**config.mk**
```make
export PLATFORM = sky130hd
export DESIGN_NAME = fetch_stage
export DESIGN_NICKNAME = d
export VERILOG_FILES = /design/src/rtl/fetch_stage.sv
export SDC_FILE = /design/constraint.sdc
export NUM_CORES = 1
export LEC_CHECK = 0
export CAP_MARGIN = 0
export CORE_ASPECT_RATIO = 1.5
export CORE_MARGIN = 2
export CORE_UTILIZATION = 45
export CTS_CLUSTER_DIAMETER = 80
export DETAILED_ROUTE_END_ITERATION = 10
export PLACE_DENSITY = 0.67
export REMOVE_ABC_BUFFERS = 1
export SLEW_MARGIN = 20
export SYNTH_ARGS = -nofsm -noshare
export SYNTH_HDL_FRONTEND = slang
export SYNTH_SLANG_ARGS = --single-unit
export TNS_END_PERCENT = 20
```
**constraint.sdc**
```tcl
create_clock -name CLOCK -period 12.15 [get_ports CLOCK]
set_input_delay 3.0375 -clock CLOCK [delete_from_list [all_inputs] [get_ports CLOCK]]
set_output_delay 3.0375 -clock CLOCK [all_outputs]
set_load 0.05 [all_outputs]
```
**src/rtl/fetch_stage.sv**
```systemverilog
// Instruction fetch stage: one outstanding memory request, a one-entry hold
// buffer for stalls, and branch redirect honouring a single delay slot.
module fetch_stage #(
    parameter logic [31:0] RESET_VECTOR = 32'h00400000
) (
    input  logic        CLOCK,
    input  logic        RESET,
    input  logic [31:0] AltPC_IN,
    input  logic        AltPCEnable_IN,
    input  logic        Stall_IN,
    input  logic [31:0] IMemReadData_IN,
    input  logic        IMemReadValid_IN,
    output logic [31:0] IMemReadAddress_OUT,
    output logic        IMemReadRequest_OUT,
    output logic [31:0] Instruction_OUT,
    output logic [31:0] InstructionAddressPlus4_OUT,
    output logic        InstructionValid_OUT
);

    // START: one idle cycle after reset | FETCH: request at PC | HOLD: word buffered during stall
    typedef enum logic [1:0] {START, FETCH, HOLD} state_t;

    state_t      r_state, w_state_nxt;
    logic [31:0] r_pc, w_pc_nxt;
    logic [31:0] r_instr, w_instr_nxt;
    logic [31:0] r_pc4, w_pc4_nxt;
    logic        r_valid, w_valid_nxt;
    logic        r_pend_valid, w_pend_valid_nxt;
    logic [31:0] r_pend_target, w_pend_target_nxt;
    logic [31:0] r_hold_instr, w_hold_instr_nxt;
    logic [31:0] r_hold_pc4, w_hold_pc4_nxt;

    logic        w_complete;
    logic        w_redirect;
    logic [31:0] w_target;
    logic [31:0] w_pc_plus4;
    logic [31:0] w_next_pc;

    assign w_pc_plus4 = r_pc + 32'd4;
    assign w_target   = AltPC_IN & 32'hFFFF_FFFC;
    assign w_complete = (r_state == FETCH) && IMemReadValid_IN;
    assign w_redirect = AltPCEnable_IN && r_valid && !Stall_IN;
    // A redirect accepted this cycle beats an older pending one.
    assign w_next_pc  = w_redirect   ? w_target      :
                        r_pend_valid ? r_pend_target : w_pc_plus4;

    always_comb begin
        w_state_nxt       = r_state;
        w_pc_nxt          = r_pc;
        w_instr_nxt       = r_instr;
        w_pc4_nxt         = r_pc4;
        w_valid_nxt       = r_valid;
        w_pend_valid_nxt  = r_pend_valid;
        w_pend_target_nxt = r_pend_target;
        w_hold_instr_nxt  = r_hold_instr;
        w_hold_pc4_nxt    = r_hold_pc4;

        case (r_state)
            START: begin
                w_state_nxt = FETCH;
            end
            FETCH: begin
                if (w_complete) begin
                    w_pc_nxt         = w_next_pc;
                    w_pend_valid_nxt = 1'b0;
                    if (Stall_IN) begin
                        w_hold_instr_nxt = IMemReadData_IN;
                        w_hold_pc4_nxt   = w_pc_plus4;
                        w_state_nxt      = HOLD;
                    end else begin
                        w_instr_nxt = IMemReadData_IN;
                        w_pc4_nxt   = w_pc_plus4;
                        w_valid_nxt = 1'b1;
                    end
                end else begin
                    if (!Stall_IN) begin
                        w_valid_nxt = 1'b0;
                    end
                    if (w_redirect) begin
                        w_pend_valid_nxt  = 1'b1;
                        w_pend_target_nxt = w_target;
                    end
                end
            end
            HOLD: begin
                if (!Stall_IN) begin
                    w_instr_nxt = r_hold_instr;
                    w_pc4_nxt   = r_hold_pc4;
                    w_valid_nxt = 1'b1;
                    w_state_nxt = FETCH;
                    // Delay slot already buffered: PC jumps straight to the target.
                    if (w_redirect) begin
                        w_pc_nxt         = w_target;
                        w_pend_valid_nxt = 1'b0;
                    end
                end
            end
            default: begin
                w_state_nxt = START;
            end
        endcase
    end

    always_ff @(posedge CLOCK or posedge RESET) begin
        if (RESET) begin
            r_state       <= START;
            r_pc          <= RESET_VECTOR;
            r_instr       <= 32'd0;
            r_pc4         <= 32'd0;
            r_valid       <= 1'b0;
            r_pend_valid  <= 1'b0;
            r_pend_target <= 32'd0;
            r_hold_instr  <= 32'd0;
            r_hold_pc4    <= 32'd0;
        end else begin
            r_state       <= w_state_nxt;
            r_pc          <= w_pc_nxt;
            r_instr       <= w_instr_nxt;
            r_pc4         <= w_pc4_nxt;
            r_valid       <= w_valid_nxt;
            r_pend_valid  <= w_pend_valid_nxt;
            r_pend_target <= w_pend_target_nxt;
            r_hold_instr  <= w_hold_instr_nxt;
            r_hold_pc4    <= w_hold_pc4_nxt;
        end
    end

    assign IMemReadAddress_OUT         = r_pc;
    assign IMemReadRequest_OUT         = (r_state == FETCH);
    assign Instruction_OUT             = r_instr;
    assign InstructionAddressPlus4_OUT = r_pc4;
    assign InstructionValid_OUT        = r_valid;

endmodule

```
# --- Yosys cells after proc, flatten, opt, wreduce, memory -nomap -nowiden ---
# Cells that the tools add are included.
totals:
  regBits: 194
  inputBits: 69
  out_inout_bits: 98
  word_cells: 60
op_classes:
  add_sub_neg: 1
  n_eq_ne: 9
  muxes: 27
  bitwise: 1
  n_reduce_logical: 13
ops:
  columns: ["operator", "count"]
  rows:
  - ["32-bit two-way mux", 11]
  - ["32-bit case mux with 2 select lines", 3]
  - ["32-bit by 3-bit adder with 32-bit output, second input constant", 1]
  - ["4-bit AND reduction", 3]
  - ["3-bit AND reduction", 3]
  - ["2-bit inequality test, second input constant", 4]
  - ["1-bit two-way mux", 7]
  - ["2-bit two-way mux", 3]
  - ["2-bit case mux with 3 select lines", 1]
  - ["1-bit case mux with 2 select lines", 2]
  - ["1-bit logical AND", 3]
  - ["3-bit by 1-bit inequality test with 1-bit output, second input constant", 1]
  - ["3-bit by 2-bit inequality test with 1-bit output, second input constant", 1]
  - ["2-bit by 1-bit == test with 1-bit output, second input constant", 1]
  - ["2-bit == test, second input constant", 1]
  - ["2-bit zero test", 1]
  - ["2-bit by 1-bit inequality test with 1-bit output, second input constant", 1]
  - ["2-bit AND reduction", 1]
  - ["2-bit nonzero test", 1]
  - ["1-bit zero test", 1]
  - ["1-bit NOT", 1]

# --- Logic depth before layout (Yosys ltp) ---
logic_depth:
  depth_word: 5
  mapped_depth: 9
  depth_no_buf: 7

# --- Worst setup path after synthesis ---
# Ideal clock, no wire load.
synth_path:
  kind: "input to register"
  start: "in Stall_IN"
  end: "reg r_pc4[22], in the netlist InstructionAddressPlus4_OUT[22]"
  setup_ns: 0.142
  arrival_ns: 4.344
  required_time_ns: 12.008
  path_slack_ns: 7.664
  stages: 7
  n_path_buf: 4
  cell_sequence: "buf_2 > a21oi_1 > o21ai_0 > clkbuf_1 > buf_2 > clkbuf_1 > o221ai_1"
synth_via:
  elab_chain_len: 2
  elab_cells_between_ends: 3
  cone_classes: "2 x eq/ne; 1 x reduce/logical"
synth_rtl:
  columns: ["item", "line_no", "source"]
  rows:
  - ["start, declared", "10", "input logic Stall_IN,"]
  - ["2-bit inequality test (no line)", null, null]
  - ["4-bit AND reduction (no line) *", null, null]
  - ["end signal, assigned", "119", "r_pc4 <= w_pc4_nxt;"]
  - ["end, declared", "26", "logic [31:0] r_pc4, w_pc4_nxt;"]
# Every way passes the cells marked *; elsewhere a longest branch is shown, timed or not.
# A chain may end at the register's enable or synchronous reset.

# --- Worst setup path after layout ---
layout_path:
  start: "in Stall_IN"
  end: "reg r_pc4[31], in the netlist InstructionAddressPlus4_OUT[31]"
# Same word-level chain as after synthesis.

==> results.txt <==
* Buffer type at the clock tree root: sky130_fd_sc_hd__clkbuf_16
- Setup repair after global routing left no endpoint under its margin.
- Die Footprint: 21000 µm²
- Category of the most critical setup path: in2reg
- The worst setup path is launched from an input pin.
- After detailed routing, the average wire length per cell comes to 17.5 µm.
* Pin count of the biggest net entering global routing: 113
* Post-CTS repair timing setup buffer count: 0
* Antenna Nets Post-Route: 0
- Timing would allow up to 0.181 GHz.
- Routability-driven placement finished with a final weighted congestion of 0.791.
- Summed over all nets, the half-perimeter wirelength after detailed placement is 14.1 mm.
- After detailed routing, the number of remaining DRC violations is 0.
* Netlist area before placement: 8900 µm²
- Sum of negative setup slack: 0 ps
- The initialized floorplan defines 63 standard-cell rows.
- For this block, the routed nets add up to 21.8 mm of wire.
- Critical path's top delay family: compound AO/OA/AOI/OAI gates
* Flops & latches, synth: 188
- Each instance of the synthesized netlist takes up on average 10.5 µm².
- The initial antenna violation count came to 0.
- The via count of the first global-routing pass is 6721.
- Hold buffer count at CTS: 0
- The first global-routing pass estimated 35.7 mm of wire.
- Number of vias in the routed layout: 6767
* Normalized max-slew margin: 31.1%
- Quantity of gates resized following cts: 0
- The tightest min-delay check is of the reg2reg type.
- Reg-to-reg setup timing slack: 8700 ps
* Share of the core filled with cells in the final layout: 58.0%
* Number of unique standard cell types used by synthesis: 57
* Chip Height: 176 µm
- In this run the count of I/O pins placed on the die edge is 167.
* Number of input and output port buffers inserted: 160
- The clock passes through at most 2 buffers.
- Synth Flop Type: sky130_fd_sc_hd__dfrtp_1
* Number of max-slew violations in the final report: 0
- Endpoints failing hold: 0
- Power Dens Cells: 309 nW/µm²
- The worst-case IR drop observed on VDD is 0.143 mV.
* Post-synth EDFFs: 0
* Global-route total usage across every layer: 21.8%
- Synthesized instance count: 848
* Clock period minus final worst setup slack: 5530 ps
- The die is 119 µm wide.
- The number of antenna diodes in the final layout is 0.
- Final setup violating endpoints: 0
- After synthesis, the share of flip-flops with an asynchronous set or reset is 100%.
- Fraction of layout instances using a drive strength above 1: 13.3%
- Outcome: completed
- For this run, the detailed router's first-pass iteration total came to 4.
- The worst path uses 45.5% of the clock period.
* Category of the worst setup path capture point: register
* Static leakage power: 4.78 nW
- Power Total: 3.52 mW
* Clock latency on the worst-skew pair: 440 ps
* Drt initial violations: 393
- Slowest cell on crit path: sky130_fd_sc_hd__nand2b_1
- Clock skew: 12.9 ps
- Count of clock tree sinks: 188
* Maximum cell stage delay along the critical path: 890 ps
- Count of H-tree levels built during CTS: 4
* Worst Tran Pin Value: 1030 ps
* Worst-path cell chain: clkdlybuf4s50_1 > a21oi_1 > o21ai_4 > nand2b_1 > o221ai_1
* Critical path required time: 12410 ps
- In this run the worst path has a maximum fanout of 44.
* Area grow syn2layout: 27.9%
* Inserted Clock Buffers: 17
* CTS tree: built
* Buf+Inv Stages, Crit Path: 1
- Net count reported at finish: 1050
- Std-Cell Core Area: 19600 µm²
* Max-Cap Viols: 0
- Vias per cell: 5.42
- Yosys printed 0 warnings.
* Starting density of the core: 45.4%
- Arrival time reported for the critical path endpoint: 5780 ps
* Overflow left after global routing: 0
- Clock slew at the register clock pins of the worst setup and hold paths: 70 ps
- After synthesis, flip-flops and latches occupy 52.9% of the total area.
==> worst reg2reg max path: cells and delay by family, from the launching register on <==
family	cells	cell delay, ps
compound gates	2	760
buf+inv	3	1280
fa+ha+maj	1	500
simple gates	2	380
flops	1	420
==> sequential cells by signal (all words and copies together), names as in the netlist <==
signal,count
IMemReadAddress_OUT,30
InstructionAddressPlus4_OUT,30
InstructionValid_OUT,1
Instruction_OUT,32
r_hold_instr,32
r_hold_pc4,30
r_pend_target,30
r_pend_valid,1
r_state,2
==> final timing paths <==
path | start | endpoint | depth (start not counted)
max reg2reg | r_state[0]$_DFFE_PP0P_ | IMemReadAddress_OUT[10]$_DFFE_PP0P_ | 8
max | Stall_IN | InstructionAddressPlus4_OUT[31]$_DFFE_PP0P_ | 5
min reg2reg | InstructionAddressPlus4_OUT[6]$_DFFE_PP0P_ | InstructionAddressPlus4_OUT[6]$_DFFE_PP0P_ | 2
max in group asynchronous | RESET | Instruction_OUT[19]$_DFFE_PP0P_ | 4
min | InstructionAddressPlus4_OUT[6]$_DFFE_PP0P_ | InstructionAddressPlus4_OUT[6]$_DFFE_PP0P_ | 2
min in group asynchronous | RESET | r_pend_target[22]$_DFFE_PP0P_ | 2
==> stage by stage <==
step	std cells	cell area [µm²]	worst slack (ps)	hold slack, ps
after floorplan	787	8630	1660	450
after global placement	1216	10700	6090	459
after detailed placement	1216	10700	6100	469
after CTS	1248	11400	6560	485
after global routing	1249	11400	6310	499
final	1249	11400	6620	478
==> where the power goes <==
group / switching [mW] / internal, mW / leakage [nW]
logic: 1.14 / 0.619 / 2.09
clock network: 0.250 / 0.393 / 0.335
registers: 0.196 / 0.925 / 2.36
total: 1.58 / 1.94 / 4.78
==> kinds of logic (layout without fill, tap and decap cells) <==
group / count (synthesis) / in the layout / synth area share (%)
flops: 188 / 188 / 52.9
compound gates: 187 / 187 / 13.2
buf+inv: 83 / 221 / 3.98
mux: 112 / 112 / 13.5
simple gates: 244 / 244 / 12.9
fa+ha+maj: 5 / 5 / 0.703
xor+xnor: 28 / 28 / 2.75
other cells: 1 / 4 / 0.0421
==> synthesized netlist by cell type, drive strengths merged (3+ instances only) <==
cell type	number	area [µm²]
xnor2	18	158
inv	19	71.3
nand4	12	111
o21ai	82	410
o22ai	13	113
dfrtp	187	4680
o31a	5	43.8
mux2	68	766
buf	26	140
nor2	18	70.1
o311a	5	50.1
xor2	10	87.6
nor3	16	80.1
nand2	150	563
and4	3	27.5
a221o	3	31.3
nand3	23	133
mux2i	44	440
and3	9	56.3
clkbuf	38	143
a21oi	40	200
o221ai	25	219
ha	5	62.6
o211ai	3	22.5
==> layout make-up <==
cell class	instances	area (µm²)
clock buffers	18	439
clock inverters	14	239
fillers	1694	8240
inverters	19	78.8
multi-input cells	580	3910
flip-flops and latches	188	4710
well taps	260	325
repair buffers	170	1690
==> per-layer routing <==
metal / GRT usage (%) / up-vias / routed length [µm] / share of wire, %
met5: 0 / - / 0 / 0
met4: 7.84 / 0 / 505 / 2.3
met3: 5.88 / 31 / 1140 / 5.2
met2: 37.5 / 151 / 11100 / 51
met1: 26.1 / 3333 / 9030 / 41
li1: - / 3252 / - / -
==> cells in the final DEF (no fill, tap or decap), types with 6 or more instances in the layout <==
cell and n:
sky130_fd_sc_hd__nand2_1 150, sky130_fd_sc_hd__and3_1 9, sky130_fd_sc_hd__nor2_1 17, sky130_fd_sc_hd__inv_1 18, sky130_fd_sc_hd__o221ai_1 25, sky130_fd_sc_hd__clkbuf_16 17
sky130_fd_sc_hd__nand4_1 9, sky130_fd_sc_hd__mux2i_1 44, sky130_fd_sc_hd__xor2_1 10, sky130_fd_sc_hd__a21oi_1 40, sky130_fd_sc_hd__mux2_2 68, sky130_fd_sc_hd__xnor2_1 18
sky130_fd_sc_hd__buf_4 9, sky130_fd_sc_hd__dfrtp_1 187, sky130_fd_sc_hd__bufinv_16 6, sky130_fd_sc_hd__clkdlybuf4s50_1 160, sky130_fd_sc_hd__o21ai_0 81, sky130_fd_sc_hd__nand3_1 20
sky130_fd_sc_hd__o22ai_1 7, sky130_fd_sc_hd__nor3_1 15
Note: power is estimated with default switching activity, not from simulation.
